[config.mk]
export PLATFORM = sky130hd
export DESIGN_NAME = multi_chan_delay_timer
export DESIGN_NICKNAME = d
export VERILOG_FILES = /design/src/rtl/multi_chan_delay_timer.sv
export SDC_FILE = /design/constraint.sdc
export NUM_CORES = 1
export LEC_CHECK = 0
export ABC_AREA = 1
export CORE_ASPECT_RATIO = 1.4
export CORE_MARGIN = 5
export CORE_UTILIZATION = 53
export DETAILED_ROUTE_END_ITERATION = 7
export PLACE_DENSITY = 0.73
export SYNTH_ARGS = -nofsm -noshare
export SYNTH_HDL_FRONTEND = slang
export SYNTH_SLANG_ARGS = --single-unit
[constraint.sdc]
create_clock -name clk -period 3.55 [get_ports clk]
set_clock_uncertainty 0.15 [all_clocks]
set_input_delay 0.355 -clock clk [delete_from_list [all_inputs] [get_ports clk]]
set_output_delay 0.355 -clock clk [all_outputs]
set_load 0.02 [all_outputs]
[src/rtl/multi_chan_delay_timer.sv]
// rtl/multi_chan_delay_timer.sv - NCH independent periodic/one-shot delay timers sharing one period-write port
module multi_chan_delay_timer #(
  parameter int NCH        = 4,
  parameter int CBITS      = 14,
  parameter int DEF_PERIOD = 10000
) (
  input  logic                   clk,
  input  logic                   rst,
  input  logic [NCH-1:0]         en,
  input  logic [NCH-1:0]         mode,
  input  logic [NCH-1:0]         start,
  input  logic                   cfg_we,
  input  logic [$clog2(NCH)-1:0] cfg_ch,
  input  logic [CBITS-1:0]       cfg_period,
  input  logic [NCH-1:0]         err_clr,
  output logic [NCH-1:0]         sig,
  output logic [NCH-1:0]         flg,
  output logic [NCH-1:0]         err,
  output logic [NCH-1:0]         err_sticky,
  output logic [NCH-1:0]         busy
);

  localparam int CHW = $clog2(NCH);

  typedef enum logic {IDLE, RUN} state_t;

  for (genvar i = 0; i < NCH; i++) begin : g_ch
    state_t           state, state_nxt;
    logic [CBITS-1:0] cnt, cnt_nxt;
    logic [CBITS-1:0] per;
    logic             sticky;
    logic             run;
    logic             at_term;

    assign run     = (state == RUN);
    assign at_term = (cnt >= per);

    // Disable beats a start, which beats normal counting; a one-shot retrigger
    // beats the terminal count in the same cycle.
    always_comb begin
      state_nxt = state;
      cnt_nxt   = cnt;
      if (!en[i]) begin
        state_nxt = IDLE;
        cnt_nxt   = '0;
      end else if (state == IDLE) begin
        if (!mode[i] || start[i]) begin
          state_nxt = RUN;
          cnt_nxt   = '0;
        end
      end else if (mode[i] && start[i]) begin
        cnt_nxt = '0;
      end else if (at_term) begin
        cnt_nxt = '0;
        if (mode[i]) state_nxt = IDLE;
      end else begin
        cnt_nxt = cnt + CBITS'(1);
      end
    end

    always_ff @(posedge clk) begin
      if (rst) begin
        state  <= IDLE;
        cnt    <= '0;
        per    <= CBITS'(DEF_PERIOD);
        sticky <= 1'b0;
      end else begin
        state <= state_nxt;
        cnt   <= cnt_nxt;
        if (cfg_we && (cfg_ch == CHW'(i))) per <= cfg_period;
        if (err[i])          sticky <= 1'b1;
        else if (err_clr[i]) sticky <= 1'b0;
      end
    end

    // Count above period only happens after the period is reprogrammed below it.
    assign sig[i]        = run && at_term;
    assign flg[i]        = run && !at_term;
    assign err[i]        = run && (cnt > per);
    assign busy[i]       = run;
    assign err_sticky[i] = sticky;
  end

endmodule

==> qor.yml <==
drt:
  routed_wirelength_mm: 18.5
  routed-wl-met3_microns: 805
  vias: 7401
  drc_errors: 0
  dr.first_iter.drc_count: 294
  route.layer.met1.wl_mm: 8.29
  dr.pass1.iters: 6
  wl_met2_mm: 9.01
  routed.top_layer: "met4"
  drtAntennaViolNets: 0
  wl_per_cell_microns: 13.0
  via_per_inst: 5.19
yosys:
  synth_fa_ha_area_frac: 0.0999
  synth_compound_area_frac: 0.126
  synth-xor-area-share: 0.00349
  synth_top_family_by_area: "simple AND/OR/NAND/NOR gates"
  synth_area_sq_mm: 0.00752
  synth_cells: 1181
  syn_area_per_cell_sq_um: 6.37
  synth-simple-area-share: 0.330
  synth_top_area_frac: 0.320
  seq_area_frac_synth: 0.320
  ys_seq_elements: 120
  ys_top_cells_by_area: "dfxtp_1, nand2_1, ha_1"
  yosysUniqueCellTypes: 25
  synth_nets: 1276
  synth_mux_area_frac: 0
  yosysTopAreaCell: "dfxtp_1"
  yosys_warnings: 0
cts:
  h-tree-depth: 4
  numCtsBuffers: 17
  clk_path_buf_depth: 2
  cts_resized: 0
  cts_setup_buffers: 0
  numClockSinks: 120
  clock_latency_ns: 0.41
  hold_buffers: 0
  clock-root-buffer: "clkbuf_16"
  clk_pin_slew_ns: 0.06
  cts_tree: "yes"
timing:
  grt_setup_unrepaired: "false"
  max_freq_ghz: 0.305
  max_slew_margin: 0.577
  tightest_slew_ns: 0.632
  maxSlewViolCount: 0
  hold_viol: 0
  min_period_ns: 3.28
  setup_violations: 0
  setup_tns_ns: 0
  period_share: 0.925
power_and_ir_drop:
  swShare: 0.232
  p_leak_nw: 3.93
  power.switching_w: 0.000792
  intPower_w: 0.00263
  clockPowerShare: 0.510
  power_frac_comb: 0.082
  vdd_drop_max_v: 0.000282
  cellPowerDensity_mw_per_mm2: 390
  p_seq_frac: 0.409
grt:
  grt_max_degree: 20
  grt.total_usage: 0.228
  overflow: 0
  grt_pass1_vias: 6849
  grt_pass1_wl_mm: 31.5
  antenna_found_initial: 0
die:
  initial_core_util: 0.540
  fp.dieArea_sq_mm: 0.0167
  core_sq_mm: 0.0139
  io-pin-count: 55
  die_x_microns: 111
  dieHeight_microns: 151
  std_cell_rows: 51
cells_and_area:
  finish.utilization: 0.631
  fillerInstances: 1369
  syn_to_final_growth_pct: 16.7
  layout_commonest_cell: "nand2_1"
  final_cell_mix: "nand2_1, nor2_1, inv_1"
  drive_gt1_frac: 0.0427
  layout.nets: 1323
  fin_area_sq_mm: 0.00877
  n_antenna_cell: 0
  fin_cells: 1426
worst_setup_path:
  startpoint: "g_ch[3].cnt[4]$_SDFFE_PP0P_"
  crit_required_ns: 3.04
  path_max_fanout: 11
  start_kind: "flop"
  r2r_start: "g_ch[0].cnt[11]$_SDFFE_PP0P_"
  arrival_ns: 2.78
  cp-end-kind: "primary output"
  path_class: "reg2out"
hold_path:
  min_path_type: "reg2reg"
  min-delay-start: "g_ch[3].per[5]$_SDFFE_PP0P_"
run:
  maxCapViolCount: 0
place:
  hpwl_mm: 13.5
  portBuffers: 54
  place_inst: 1394
  gp_congestion: 0.899
  placed_area_sq_mm: 0.00818
run_status:
  status: "complete, no violations"
## flip-flops by register name (all words and copies together) (netlist names)
signal	cells
g_ch.run	4
g_ch.sticky	4
g_ch.per	56
g_ch.cnt	56
## critical path: stages, from the launching register on
cell             delay (ns)
dfxtp_1                0.46
ha_1                   0.29
nand2_1                0.09
nor2_1                 0.06
nand2_1                0.06
nand3_1                0.06
nand2_1                0.29
nand3_1                0.32
inv_1                  0.11
clkdlybuf4s50_1        0.62
## final timing paths
path | end | slack [ns] | depth (start not counted)
max | flg[3] | 0.27 | 9
min | g_ch[3].per[5]$_SDFFE_PP0P_ | 0.31 | 2
max reg2reg | g_ch[0].cnt[12]$_SDFFE_PP0P_ | 1.34 | 11
min reg2reg | g_ch[3].per[5]$_SDFFE_PP0P_ | 0.31 | 2
## cell type report
cell class | count | area (sq um) | share of cell area
clock buffers | 24 | 472 | 0.0538
well taps | 185 | 231 | 0.0264
inverters | 186 | 698 | 0.0796
flip-flops and latches | 120 | 2400 | 0.274
clock inverters | 8 | 120 | 0.0137
multi-input cells | 835 | 4200 | 0.479
repair buffers | 68 | 646 | 0.0736
## routing by layer
metal,up-vias,track usage
met5,-,0
met4,0,0.0906
met3,39,0.0400
met2,178,0.397
met1,3306,0.280
li1,3878,-
## metrics by stage
step / hold slack (ns) / power (W) / setup WS, ns
floorplan: 0.283 / 0.00159 / 1.56
global placement: 0.295 / 0.00170 / 0.721
detailed placement: 0.300 / 0.00170 / 0.717
CTS: 0.309 / 0.00345 / 0.269
global route: 0.328 / 0.00356 / 0.0302
finish: 0.307 / 0.00342 / 0.267
## cell usage after synthesis (all sizes together)
cell type  instances
dfxtp            120
nand4             52
xnor2              1
clkinv             5
clkbuf             8
o21ai             56
a21oi             98
o211ai            15
xor2               2
a31oi              4
nand3             54
buf               32
nand2            288
o21bai             5
nor3b              3
inv              181
nor2             197
ha                60
## power by group through the flow
stage	clock [W]	combinational, W	sequential (W)
5_1_grt	0.00184	0.000317	0.00140
2_1_floorplan	0	0.000171	0.00142
3_3_place_gp	0	0.000275	0.00142
3_5_place_dp	0	0.000279	0.00143
6_report	0.00174	0.000279	0.00140
4_1_cts	0.00178	0.000280	0.00140
## kinds of logic after synthesis
logic type / Yosys count
adder cells (fa/ha/maj): 60
flip-flops: 120
AO/OA/AOI/OAI: 178
XOR/XNOR: 3
buffers and inverters: 226
AND/OR/NAND/NOR: 594
Power figures use the tool's default switching activity.
